### src/rtl/redux_mem_pkg.sv
// Shared definitions for the data-memory side: bus widths, command opcodes and
// the copy engine state encoding.
package redux_mem_pkg;

    localparam int unsigned MEM_ADDR_W = 8;
    localparam int unsigned MEM_DATA_W = 8;

    localparam logic OP_COPY = 1'b0;
    localparam logic OP_FILL = 1'b1;

    typedef enum logic [2:0] {
        IDLE,
        RD,
        RD_WAIT,
        WR,
        DONE
    } state_e;

endpackage

### src/rtl/mem_copy_engine_if.sv
// Command interface (core <-> engine) and data-memory port (engine <-> memoria_dados).
interface mem_copy_engine_if
    import redux_mem_pkg::*;
#(
    parameter int unsigned ADDR_W = MEM_ADDR_W,
    parameter int unsigned DATA_W = MEM_DATA_W
);
    logic              start;
    logic              op;
    logic [ADDR_W-1:0] src;
    logic [ADDR_W-1:0] dst;
    logic [ADDR_W-1:0] len;
    logic [DATA_W-1:0] fill_val;
    logic              ready;
    logic              done;
    logic [ADDR_W-1:0] count;

    modport master (output start, op, src, dst, len, fill_val,
                    input  ready, done, count);
    modport slave  (input  start, op, src, dst, len, fill_val,
                    output ready, done, count);
endinterface

interface mem_bus_if
    import redux_mem_pkg::*;
#(
    parameter int unsigned ADDR_W = MEM_ADDR_W,
    parameter int unsigned DATA_W = MEM_DATA_W
);
    logic [ADDR_W-1:0] position;
    logic [DATA_W-1:0] data_in;
    logic              mw;
    logic [DATA_W-1:0] data_out;

    modport master (output position, data_in, mw, input data_out);
    modport slave  (input  position, data_in, mw, output data_out);
endinterface

### src/rtl/mem_copy_engine.sv
// Block copy / block fill initiator for the 8-bit data memory. All memory-side
// outputs are registered and set up on the edge that enters the owning state.
module mem_copy_engine
    import redux_mem_pkg::*;
#(
    parameter int unsigned ADDR_W   = MEM_ADDR_W,
    parameter int unsigned DATA_W   = MEM_DATA_W,
    parameter int unsigned READ_LAT = 0
) (
    input  logic               clk,
    input  logic               rst_n,
    mem_copy_engine_if.slave   cmd,
    mem_bus_if.master          mem
);

    state_e            state_q;
    logic              op_q;
    logic [ADDR_W-1:0] src_q, dst_q, rem_q, count_q;
    logic [DATA_W-1:0] fill_q;
    logic [ADDR_W-1:0] pos_q;
    logic [DATA_W-1:0] din_q;
    logic              mw_q, done_q, ready_q;

    logic [ADDR_W-1:0] src_d, dst_d, rem_d, count_d;

    always_comb begin
        src_d   = src_q + 1'b1;
        dst_d   = dst_q + 1'b1;
        rem_d   = rem_q - 1'b1;
        count_d = count_q + 1'b1;
    end

    // The read byte goes straight into the write-data register, which doubles as buf.
    always_ff @(posedge clk or negedge rst_n) begin
        if (!rst_n) begin
            state_q <= IDLE;
            op_q    <= OP_COPY;
            src_q   <= '0;
            dst_q   <= '0;
            rem_q   <= '0;
            count_q <= '0;
            fill_q  <= '0;
            pos_q   <= '0;
            din_q   <= '0;
            mw_q    <= 1'b0;
            done_q  <= 1'b0;
            ready_q <= 1'b1;
        end else begin
            pos_q  <= '0;
            din_q  <= '0;
            mw_q   <= 1'b0;
            done_q <= 1'b0;
            case (state_q)
                IDLE: begin
                    ready_q <= 1'b1;
                    if (cmd.start) begin
                        op_q    <= cmd.op;
                        src_q   <= cmd.src;
                        dst_q   <= cmd.dst;
                        rem_q   <= cmd.len;
                        fill_q  <= cmd.fill_val;
                        count_q <= '0;
                        ready_q <= 1'b0;
                        if (cmd.len == '0) begin
                            state_q <= DONE;
                            done_q  <= 1'b1;
                        end else if (cmd.op == OP_FILL) begin
                            state_q <= WR;
                            pos_q   <= cmd.dst;
                            din_q   <= cmd.fill_val;
                            mw_q    <= 1'b1;
                        end else begin
                            state_q <= RD;
                            pos_q   <= cmd.src;
                        end
                    end
                end
                RD: begin
                    if (READ_LAT == 0) begin
                        state_q <= WR;
                        pos_q   <= dst_q;
                        din_q   <= mem.data_out;
                        mw_q    <= 1'b1;
                    end else begin
                        state_q <= RD_WAIT;
                        pos_q   <= src_q;
                    end
                end
                RD_WAIT: begin
                    state_q <= WR;
                    pos_q   <= dst_q;
                    din_q   <= mem.data_out;
                    mw_q    <= 1'b1;
                end
                WR: begin
                    src_q   <= src_d;
                    dst_q   <= dst_d;
                    rem_q   <= rem_d;
                    count_q <= count_d;
                    if (rem_q == ADDR_W'(1)) begin
                        state_q <= DONE;
                        done_q  <= 1'b1;
                    end else if (op_q == OP_FILL) begin
                        pos_q <= dst_d;
                        din_q <= fill_q;
                        mw_q  <= 1'b1;
                    end else begin
                        state_q <= RD;
                        pos_q   <= src_d;
                    end
                end
                DONE: begin
                    state_q <= IDLE;
                    ready_q <= 1'b1;
                end
                default: begin
                    state_q <= IDLE;
                    ready_q <= 1'b1;
                end
            endcase
        end
    end

    assign cmd.ready    = ready_q;
    assign cmd.done     = done_q;
    assign cmd.count    = count_q;
    assign mem.position = pos_q;
    assign mem.data_in  = din_q;
    assign mem.mw       = mw_q;

endmodule

### src/flat_wrapper.sv
// flat-port wrapper written by rule: the top's interface ports become plain ports
module mem_copy_engine_flat import redux_mem_pkg::*;
#(
    parameter int unsigned ADDR_W   = MEM_ADDR_W,
    parameter int unsigned DATA_W   = MEM_DATA_W,
    parameter int unsigned READ_LAT = 0
)
  (clk, rst_n, cmd_start, cmd_op, cmd_src, cmd_dst, cmd_len, cmd_fill_val, cmd_ready, cmd_done, cmd_count, mem_position, mem_data_in, mem_mw, mem_data_out);
  mem_copy_engine_if #(.ADDR_W(ADDR_W), .DATA_W(DATA_W)) cmd_i ();
  mem_bus_if #(.ADDR_W(ADDR_W), .DATA_W(DATA_W)) mem_i ();
  input  logic clk;
  input  logic rst_n;
  input wire logic [$bits(cmd_i.start)-1:0] cmd_start;
  input wire logic [$bits(cmd_i.op)-1:0] cmd_op;
  input wire logic [$bits(cmd_i.src)-1:0] cmd_src;
  input wire logic [$bits(cmd_i.dst)-1:0] cmd_dst;
  input wire logic [$bits(cmd_i.len)-1:0] cmd_len;
  input wire logic [$bits(cmd_i.fill_val)-1:0] cmd_fill_val;
  output wire logic [$bits(cmd_i.ready)-1:0] cmd_ready;
  output wire logic [$bits(cmd_i.done)-1:0] cmd_done;
  output wire logic [$bits(cmd_i.count)-1:0] cmd_count;
  output wire logic [$bits(mem_i.position)-1:0] mem_position;
  output wire logic [$bits(mem_i.data_in)-1:0] mem_data_in;
  output wire logic [$bits(mem_i.mw)-1:0] mem_mw;
  input wire logic [$bits(mem_i.data_out)-1:0] mem_data_out;
  assign cmd_i.start = cmd_start;
  assign cmd_i.op = cmd_op;
  assign cmd_i.src = cmd_src;
  assign cmd_i.dst = cmd_dst;
  assign cmd_i.len = cmd_len;
  assign cmd_i.fill_val = cmd_fill_val;
  assign cmd_ready = cmd_i.ready;
  assign cmd_done = cmd_i.done;
  assign cmd_count = cmd_i.count;
  assign mem_position = mem_i.position;
  assign mem_data_in = mem_i.data_in;
  assign mem_mw = mem_i.mw;
  assign mem_i.data_out = mem_data_out;
  mem_copy_engine #(.ADDR_W(ADDR_W), .DATA_W(DATA_W), .READ_LAT(READ_LAT)) u_core (.clk(clk), .rst_n(rst_n), .cmd(cmd_i), .mem(mem_i));
endmodule
### config.mk
export PLATFORM = sky130hd
export DESIGN_NAME = mem_copy_engine_flat
export DESIGN_NICKNAME = d
export VERILOG_FILES = /design/src/rtl/redux_mem_pkg.sv /design/src/rtl/mem_copy_engine_if.sv /design/src/rtl/mem_copy_engine.sv /design/src/flat_wrapper.sv
export SDC_FILE = /design/constraint.sdc
export NUM_CORES = 1
export LEC_CHECK = 0
export ABC_CLOCK_PERIOD_IN_PS = 1810
export BUFFER_PORTS_ARGS = -buffer_cell sky130_fd_sc_hd__buf_2
export CAP_MARGIN = 15
export CORE_ASPECT_RATIO = 0.6
export CORE_MARGIN = 3
export CORE_UTILIZATION = 49
export DETAILED_ROUTE_END_ITERATION = 6
export PLACE_DENSITY_LB_ADDON = 0.15
export RECOVER_POWER = 100
export SLEW_MARGIN = 20
export SYNTH_ARGS = -nofsm -noshare
export SYNTH_HDL_FRONTEND = slang
export SYNTH_SLANG_ARGS = --single-unit
export TNS_END_PERCENT = 20
### constraint.sdc
create_clock -name clk -period 1.81 [get_ports clk]
set_input_delay 0.543 -clock clk [delete_from_list [all_inputs] [get_ports clk]]
set_output_delay 0.543 -clock clk [all_outputs]
set_load 0.05 [all_outputs]
# Yosys cells after proc, flatten, opt, wreduce, memory -nomap -nowiden

Cells that the tools add are included.

Word-level logic and storage cells: 68
Input port bits: 44
Register bits: 63

Reductions and logical operators: 8
$add $sub $neg: 4
Eq/ne operators: 6
Muxes and demuxes: 38

Operator list:

| operator                                                           | count |
|---|---|
| 8-bit 2-to-1 mux                                                   | 14 |
| 8-bit one-hot mux with 2 select lines                              | 4 |
| 8-bit one-hot mux with 3 select lines                              | 2 |
| 8-bit by 1-bit adder with 8-bit output, second input constant      | 3 |
| 3-bit 2-to-1 mux                                                   | 4 |
| 1-bit 2-to-1 mux                                                   | 9 |
| 3-bit one-hot mux with 3 select lines                              | 1 |
| 8-bit by 1-bit == test with 1-bit output, second input constant    | 1 |
| 8-bit zero test                                                    | 1 |
| 8-bit by 1-bit subtractor with 8-bit output, second input constant | 1 |
| 3-bit by 2-bit == test with 1-bit output, second input constant    | 2 |
| 2-bit AND reduction                                                | 3 |
| 1-bit one-hot mux with 2 select lines                              | 2 |
| 3-bit by 1-bit == test with 1-bit output, second input constant    | 1 |
| 3-bit zero test                                                    | 1 |
| 3-bit != test, second input constant                               | 1 |
| 1-bit one-hot mux with 3 select lines                              | 1 |
| 3-bit OR reduction                                                 | 1 |
| 2-bit 2-to-1 mux                                                   | 1 |
| 2-bit != test, second input constant                               | 1 |
| 2-bit nonzero test                                                 | 1 |
| 2-bit OR reduction                                                 | 1 |

# Depth between registers and ports, before layout

Gate-level depths: netlist of the first run.

Word-level depth: 4
Depth in mapped cells: 7
Gate-level depth less buffers: 6

# Worst setup path before layout of the first run

Ideal clock, no wire load.

Kind: input to register
Start point: in cmd_start
End point: reg u_core.count_q[5] (netlist: u_core.cmd.count[5])
Slack: -126 ps
Required time: 1732 ps
Arrival time: 1858 ps
Stages on the path: 5
Path through: or3b_1 > buf_2 > a21o_4 > or4_1 > a21oi_1

Cells in the longest elaborated chain, start to end: 2

Ends and longest elaborated chain:

| what                          | RTL line              | source |
|---|---|---|
| start, declared               | flat_wrapper.sv:13    | `input wire logic [$bits(cmd_i.start)-1:0] cmd_start;` |
| 2-bit != test (no line)       | n/a                   |  |
| 2-bit AND reduction (no line) | n/a                   |  |
| end signal, assigned          | mem_copy_engine.sv:99 | `count_q <= count_d;` |
| end, declared                 | mem_copy_engine.sv:18 | `logic [ADDR_W-1:0] src_q, dst_q, rem_q, count_q;` |

No other way between the ends.
A chain may end at the register's enable or synchronous reset.

# Final worst setup path of the first run

Start point: reg u_core.state_q[1]
End point: reg u_core.count_q[6] (netlist: u_core.cmd.count[6])

Cells in the longest elaborated chain, start to end: 3
Elaborated cells between the ends (all ways): 6
Those cells by class: eq/ne (2); mux (1); reduce/logical (3)

Ends and longest elaborated chain:

| what                                                                               | RTL line              | source |
|---|---|---|
| start, declared                                                                    | mem_copy_engine.sv:16 | `state_e state_q;` |
| start signal, assigned                                                             | mem_copy_engine.sv:36 | `state_q <= IDLE;` |
| start signal, assigned                                                             | mem_copy_engine.sv:65 | `state_q <= DONE;` |
| start signal, assigned                                                             | mem_copy_engine.sv:68 | `state_q <= WR;` |
| 3-bit by 2-bit == test with 1-bit output / 3-bit zero test (equally long branches) | mem_copy_engine.sv:53 | `case (state_q)` |
| 2-bit nonzero test (no line) / 2-bit != test (equally long branches)               | n/a                   |  |
| 2-bit AND reduction (no line)                                                      | n/a                   |  |

Parallel ways exist; a longest one is shown, timed or not.

==> flow_metrics.env, run 1 <==
export IMPL_track_usage_pct=25.7
export IMPL_grt_ovfl_total=0
export IMPL_hold_viol_final=0
export IMPL_status="finished, final reports clean"
export IMPL_synth_edf_count=0
export IMPL_avgSynthCellArea_um2=9.39
export IMPL_critPathRequiredTime_ns=2.07
export IMPL_crit_buf_inv=0
export IMPL_drive_above_1_share_pct=30.1
export IMPL_crit_chain="or3b_4 -> a21o_4 -> or4_1 -> a21oi_2"
export IMPL_worstPathMaxFanout=6
export IMPL_fin_crit_ns=1.79
export IMPL_fin_cells=549
export IMPL_cts_buffer_depth=2
export IMPL_synthDistinctLibCells=54
export IMPL_initial_utilization_pct=52.6
export IMPL_ir_drop_mv=1.30
export IMPL_io_pins=71
export IMPL_dpl_cell_count=532
export IMPL_clock_skew_ns=0.00542
export IMPL_final_max_slew_violation_count=0
export IMPL_yosysWarnings=0
export IMPL_area_growth_pct=32.8
export IMPL_numPortBuffers=70
export IMPL_vias_per_cell=5.88
export IMPL_critPathTopFamily="simple AND/OR/NAND/NOR gates"
export IMPL_synth_top_cell_area_share_pct=46.5
export IMPL_slew_headroom_pct=37.2
export IMPL_maxCapViolCount=0
export IMPL_core_mm2=0.00633
export IMPL_gp_congestion=0.896
export IMPL_final_core_utilization_pct=69.9
export IMPL_yosysTopAreaCell="dfrtp_1"
export IMPL_cts_buffers=9
export IMPL_placed_area_mm2=0.00412
export IMPL_end_kind="flip-flop"
export IMPL_root_buffer="clkbuf_16"
export IMPL_netlist_instances=355
export IMPL_period_share_pct=98.9
export IMPL_htreeDepth=3
export IMPL_cts_hold_buffers=0
export IMPL_ys_seq_area_share_pct=47.3
export IMPL_timing_fmax_ghz=0.558
export IMPL_core_rowCount=22
export IMPL_fin_area_mm2=0.00443
export IMPL_leakage_nw=1.98
export IMPL_startpoint_type="flip-flop"
export IMPL_fin_nets=509
export IMPL_wl_per_cell_um=17.8
export IMPL_fin_hold_ws_ns=0.330
export IMPL_antenna_found_initial=0
export IMPL_ys_top_cells_by_area="dfrtp_1 47%, nand2_1 4.3%, o21ai_0 3.8%, o221ai_1 3.7%, mux2i_1 3.3%"
export IMPL_clk_latency_ns=0.33
export IMPL_crit_type="reg2reg"
export IMPL_die_y_um=69.9
export IMPL_slowest_delay_ns=0.48
export IMPL_fp_dieW_um=112
export IMPL_rsz0062_at_grt="true"
export IMPL_cts_sinks=63
export IMPL_total_power_mw=9.14
export IMPL_drc=0
export IMPL_synth_seq_cells=63
export IMPL_dp_hpwl_um=6810
export IMPL_tightest_slew_ns=0.941
export IMPL_drt_pass1_iter_count=6
export IMPL_cp_slowest_cell="or4_1"
export IMPL_power_density_mw_per_mm2=2060
export IMPL_wirelength_um=9760
export IMPL_antenna_cells=0
export IMPL_grt_pass1_vias=3135
export IMPL_grt_max_degree=28
export IMPL_vias=3230
export IMPL_cts_tree="built"
export IMPL_hold_class="in2async"
export IMPL_die_area_mm2=0.00786
export IMPL_synthArstFlopShare_pct=100
export IMPL_cp_data_arrival_time_ns=2.05
export IMPL_drt_iter0_drc=287
export IMPL_grt_pass1_wl_um=15900
export IMPL_synth_fp_nets=404
export IMPL_synthFlopType="dfrtp_1"
export IMPL_drtAntennaViolNets=0
export IMPL_synth_area_mm2=0.00333
export IMPL_clkSlewWorstSetupHoldPaths_ns=0.05
export IMPL_setup_violations=0
[timing repair]
item	in CTS	in global routing
endpoints found under the hold margin	0	0
setup buffers	1	0
setup endpoints to repair	11	27
pin swaps	0	1
resized for setup	3	18
cloned	0	0
[final timing paths]
check                                   endpoint               from  slack (ns)  cells after the start
setup / recovery             u_core.cmd.count[6]  u_core.state_q[1]        0.02                      4
hold / removal                  u_core.fill_q[0]              rst_n        0.33                      1
setup reg to reg             u_core.cmd.count[6]  u_core.state_q[1]        0.02                      4
hold reg to reg                  u_core.dst_q[7]    u_core.dst_q[7]        0.54                      1
max in group asynchronous        u_core.cmd.done              rst_n        0.29                      2
min in group clk           u_core.mem.data_in[5]    mem_data_out[5]        0.42                      3
[routing by layer]
metal / global-route usage [%] / share of wire (%) / vias to the layer above
met5: 0 / 0 / -
met4: 8.67 / 1.7 / 0
met3: 6.84 / 7.0 / 18
met2: 38.6 / 45 / 130
met1: 36.3 / 46 / 1554
li1: - / - / 1528
[flip-flops by register name, summed over array words and instances (netlist names), 3 cells and up]
signal / count
u_core.cmd.count: 8
u_core.dst_q: 8
u_core.fill_q: 8
u_core.mem.data_in: 8
u_core.mem.position: 8
u_core.rem_q: 8
u_core.src_q: 8
u_core.state_q: 3
[through the flow]
step / setup slack, ns / setup TNS (ns)
after floorplan: -0.0631 / -0.258
after global placement: -0.125 / -2.28
after detailed placement: -0.204 / -4.65
after CTS: -0.0255 / -0.0367
after global routing: -0.0231 / -0.195
final: 0.0192 / 0
[final cells by class]
class | count | area [um^2]
Clock buffer | 12 | 256
Tap cell | 84 | 105
Multi-Input combinational cell | 254 | 1670
Clock inverter | 4 | 20.0
Fill cell | 526 | 1900
Inverter | 15 | 56.3
Timing Repair Buffer | 117 | 736
Sequential cell | 63 | 1580
[where the power goes]
group | leakage, nW | total (mW) | internal, mW | switching (mW)
sequential | 0.737 | 2.63 | 2.07 | 0.560
clock | 0.142 | 1.60 | 0.990 | 0.606
combinational | 1.10 | 4.92 | 1.86 | 3.06
[worst register-to-register path: cells and delay by family, from the launching register on]
kind	cells	cell delay [ns]
flops	1	0.44
simple gates	2	0.91
compound gates	2	0.37
[synthesized netlist by cell type (5+ instances only)]
cell type	n
a211oi_1	6
a21oi_1	20
and3_1	5
clkbuf_1	18
dfrtp_1	62
ha_1	5
inv_1	15
mux2i_1	11
nand2_1	38
nand3_1	11
nor2_1	27
nor3_1	10
o21ai_0	25
o221ai_1	14
o22ai_1	5
o31ai_1	7
o32ai_1	5
xnor2_1	7
[cell families after synthesis]
| kind of cell | count (synthesis) | share of synthesized area, % |
|---|---|---|
| buffers and inverters | 38 | 4.35 |
| AO/OA/AOI/OAI | 110 | 23.1 |
| adder cells (fa/ha/maj) | 5 | 1.88 |
| flip-flops | 63 | 47.3 |
| AND/OR/NAND/NOR | 118 | 17.3 |
| multiplexers | 12 | 3.64 |
| XOR/XNOR | 9 | 2.36 |
[layout by cell type, fill, tap and decap left out, types with 4 or more instances in the layout]
cell,Yosys,routed
clkbuf_2,0,5
buf_4,0,39
and3_1,5,5
nor3_1,10,9
o22ai_1,5,5
a211oi_1,6,5
o221ai_1,14,13
nand2_1,38,38
o32ai_1,5,5
a21oi_1,20,19
or3_1,4,4
dfrtp_1,62,60
ha_1,5,4
nor2_1,27,25
clkinv_2,0,4
o21ai_0,25,25
buf_2,2,51
clkbuf_16,0,9
mux2i_1,11,11
xnor2_1,7,7
buf_12,0,4
nand3_1,11,11
clkbuf_1,18,17
inv_1,15,14
o31ai_1,7,7
No activity file was read; power rests on OpenSTA's default activity.
==> run 2: changes to the inputs <==
ABC_AREA = 1   (was not set)
CAP_MARGIN = not set   (was 15)
CORE_UTILIZATION = 50   (was 49)
==> run 2 against run 1 <==
  * Area after synthesis increased by 5.0%
  * Total power shrank 4.3%
  * Clock-buffer cell count stayed put
  * Die area is 2.7% higher
  * Combinational power shrank 9.1%
  * Cell count rose by 15%
  * Routed wire length fell by 4.7%
  * Critical path type is now reg2out
  * Highest routed layer unchanged
==> flow_metrics.env, run 2 <==
export IMPL_fin_tns_setup_ns=0
export IMPL_drtAntennaViolNets=0
export IMPL_core_mm2=0.00644
export IMPL_synth_top_cell_area_share_pct=44.3
export IMPL_drc=0
export IMPL_critPathRequiredTime_ns=1.27
export IMPL_crit_buf_inv=1
export IMPL_crit_chain="buf_1"
export IMPL_fin_crit_ns=1.67
export IMPL_final_max_slew_violation_count=0
export IMPL_fin_area_mm2=0.00417
export IMPL_antenna_found_initial=0
export IMPL_cts_setup_buffers=0
export IMPL_p_comb_share_pct=51.1
export IMPL_die_y_um=70.8
export IMPL_core_rowCount=22
export IMPL_hp_start="mem_data_out[3]"
export IMPL_crit_cells=1
export IMPL_numPortBuffers=70
export IMPL_hold_class="in2reg"
export IMPL_synth_area_mm2=0.00350
export IMPL_grt_pass1_wl_um=15500
export IMPL_slowest_delay_ns=0.47
export IMPL_nFillCells=607
export IMPL_slew_headroom_pct=4.40
export IMPL_vias_per_cell=5.36
export IMPL_synth_edf_count=0
export IMPL_fp_dieW_um=114
export IMPL_io_pins=71
export IMPL_sequentialPowerShare_pct=29.6
export IMPL_root_buffer="clkbuf_16"
export IMPL_synthFlopType="dfrtp_1"
export IMPL_cts_tree="built"
export IMPL_avgSynthCellArea_um2=7.48
export IMPL_critPathTopFamily="buffers and inverters"
export IMPL_grt_max_degree=64
export IMPL_end_kind="primary output"
export IMPL_cts_buffer_depth=2
export IMPL_ff_latch_area_mm2=0.00158
export IMPL_cts_hold_buffers=0
export IMPL_grt_ovfl_total=0
export IMPL_startpoint_type="flip-flop"
export IMPL_tightest_slew_ns=1.43
export IMPL_pwr_share_clk_pct=19.3
export IMPL_dp_hpwl_um=6490
export IMPL_track_usage_pct=24.4
export IMPL_crit_type="reg2out"
export IMPL_htreeDepth=3
export IMPL_cts_resized=0
export IMPL_initial_utilization_pct=54.3
export IMPL_yosysTopAreaCell="dfrtp_1"
export IMPL_ff2ff_setup_slack_ns=0.18
export IMPL_placed_area_mm2=0.00394
export IMPL_reg2reg_depth=7
export IMPL_total_power_mw=8.75
export IMPL_synth_seq_cells=63
export IMPL_vias=3385
export IMPL_worstPathMaxFanout=1
export IMPL_maxCapViolCount=0
export IMPL_drt_iter0_drc=324
export IMPL_leakage_nw=2.16
export IMPL_cp_data_arrival_time_ns=1.13
export IMPL_wl_per_cell_um=14.7
export IMPL_cts_sinks=63
export IMPL_ir_drop_mv=1.06
export IMPL_netlist_instances=468
export IMPL_final_cell_mix="149 x nand2_1, 62 x dfrtp_1, 50 x nor2_1, 48 x inv_1"
export IMPL_synthDistinctLibCells=33
export IMPL_clkSlewWorstSetupHoldPaths_ns=0.05
export IMPL_synth_fp_nets=517
export IMPL_holdPathStages=3
export IMPL_wirelength_um=9300
export IMPL_gp_congestion=0.860
export IMPL_area_growth_pct=19.3
export IMPL_hold_viol_final=0
export IMPL_cp_slowest_cell="buf_1"
export IMPL_ys_top_cells_by_area="dfrtp_1 44%, nand2_1 16%, nand3_1 6.3%, nor2_1 5.3%, inv_1 5.2%"
export IMPL_r2r_end="u_core.mem.position[6]"
export IMPL_cts_buffers=9
export IMPL_mostFrequentLayoutCell="nand2_1"
export IMPL_multi_input_comb_area_mm2=0.00161
export IMPL_timing_fmax_ghz=0.599
export IMPL_period_share_pct=92.3
export IMPL_yosysWarnings=0
export IMPL_antenna_cells=0
export IMPL_setup_violations=0
export IMPL_drt_pass1_iter_count=5
export IMPL_die_area_mm2=0.00807
export IMPL_rsz0062_at_grt="false"
export IMPL_r2r_start="u_core.state_q[0]"
export IMPL_switching_share_pct=48.9
export IMPL_p_int_mw=4.47
export IMPL_grt_pass1_vias=3174
export IMPL_drive_above_1_share_pct=16.8
export IMPL_synth_commonest_cells="148 x nand2_1, 62 x dfrtp_1, 49 x nor2_1"
export IMPL_clk_latency_ns=0.33
export IMPL_status="finished, final reports clean"
export IMPL_fin_nets=591
export IMPL_min_to="u_core.mem.data_in[3]"
export IMPL_clock_skew_ns=0.00449
export IMPL_netSwitchingPower_mw=4.28
export IMPL_synthArstFlopShare_pct=100
export IMPL_ys_seq_area_share_pct=45.1
export IMPL_yosysMostFrequentCell="nand2_1"
export IMPL_power_density_mw_per_mm2=2100
-- run 2: changes by cell type after synthesis, sizes merged, moves of 8 or more --
cell,delta
mux2i,-11
clkbuf,-16
inv,+36
o22ai,+9
nand4,+8
o221ai,-14
nand3,+34
nand2,+114
a21oi,-16
nor2,+28
buf,+11
-- run 2: kinds of logic after synthesis --
kind of cell	synth area share (%)
flip-flops	45.1
buffers and inverters	8.73
AND/OR/NAND/NOR	33.8
AO/OA/AOI/OAI	8.62
adder cells (fa/ha/maj)	1.79
XOR/XNOR	2.00
-- run 2: power by group through the flow --
stage	sequential (mW)	clock (mW)	combinational (mW)
finish	2.59	1.69	4.47
global route	2.69	1.77	4.94
CTS	2.58	1.71	4.55
detailed placement	2.59	0	4.51
global placement	2.57	0	4.40
floorplan	3.44	0	2.52
-- run 2: how the worst max path moves through the flow --
stage                                     start                endpoint
after floorplan             u_core.cmd.count[1]     u_core.cmd.count[4]
after global placement               cmd_len[7]       u_core.state_q[0]
after detailed placement      u_core.state_q[0]  u_core.mem.position[3]
after CTS                      u_core.cmd.ready               cmd_ready
after global routing                      rst_n        u_core.fill_q[4]
final                     u_core.mem.data_in[4]          mem_data_in[4]
-- run 2: final cells by class --
| type | instances | share of cell area (%) |
|---|---|---|
| Clock buffer | 12 | 5.91 |
| Clock inverter | 4 | 1.08 |
| Inverter | 51 | 4.59 |
| Multi-Input combinational cell | 336 | 38.5 |
| Sequential cell | 63 | 37.8 |
| Tap cell | 84 | 2.52 |
| Timing Repair Buffer | 81 | 9.63 |
-- run 2: layer usage --
layer	up-vias	track usage (%)	part of all wire (%)
li1	1660	-	-
met1	1592	36.8	47
met2	119	34.6	44
met3	14	6.67	7.4
met4	0	6.32	1.2
met5	-	0	0
-- run 2: per-stage QoR --
step / worst slack, ns / util (%) / hold slack [ns] / instances
finish: 0.140 / 64.8 / 0.431 / 631
global route: 0.0192 / 64.8 / 0.429 / 631
CTS: 0.148 / 65.6 / 0.239 / 631
detailed placement: 0.244 / 61.1 / 0.458 / 615
global placement: 0.255 / 61.1 / 0.456 / 615
floorplan: 0.371 / - / 0.247 / 468
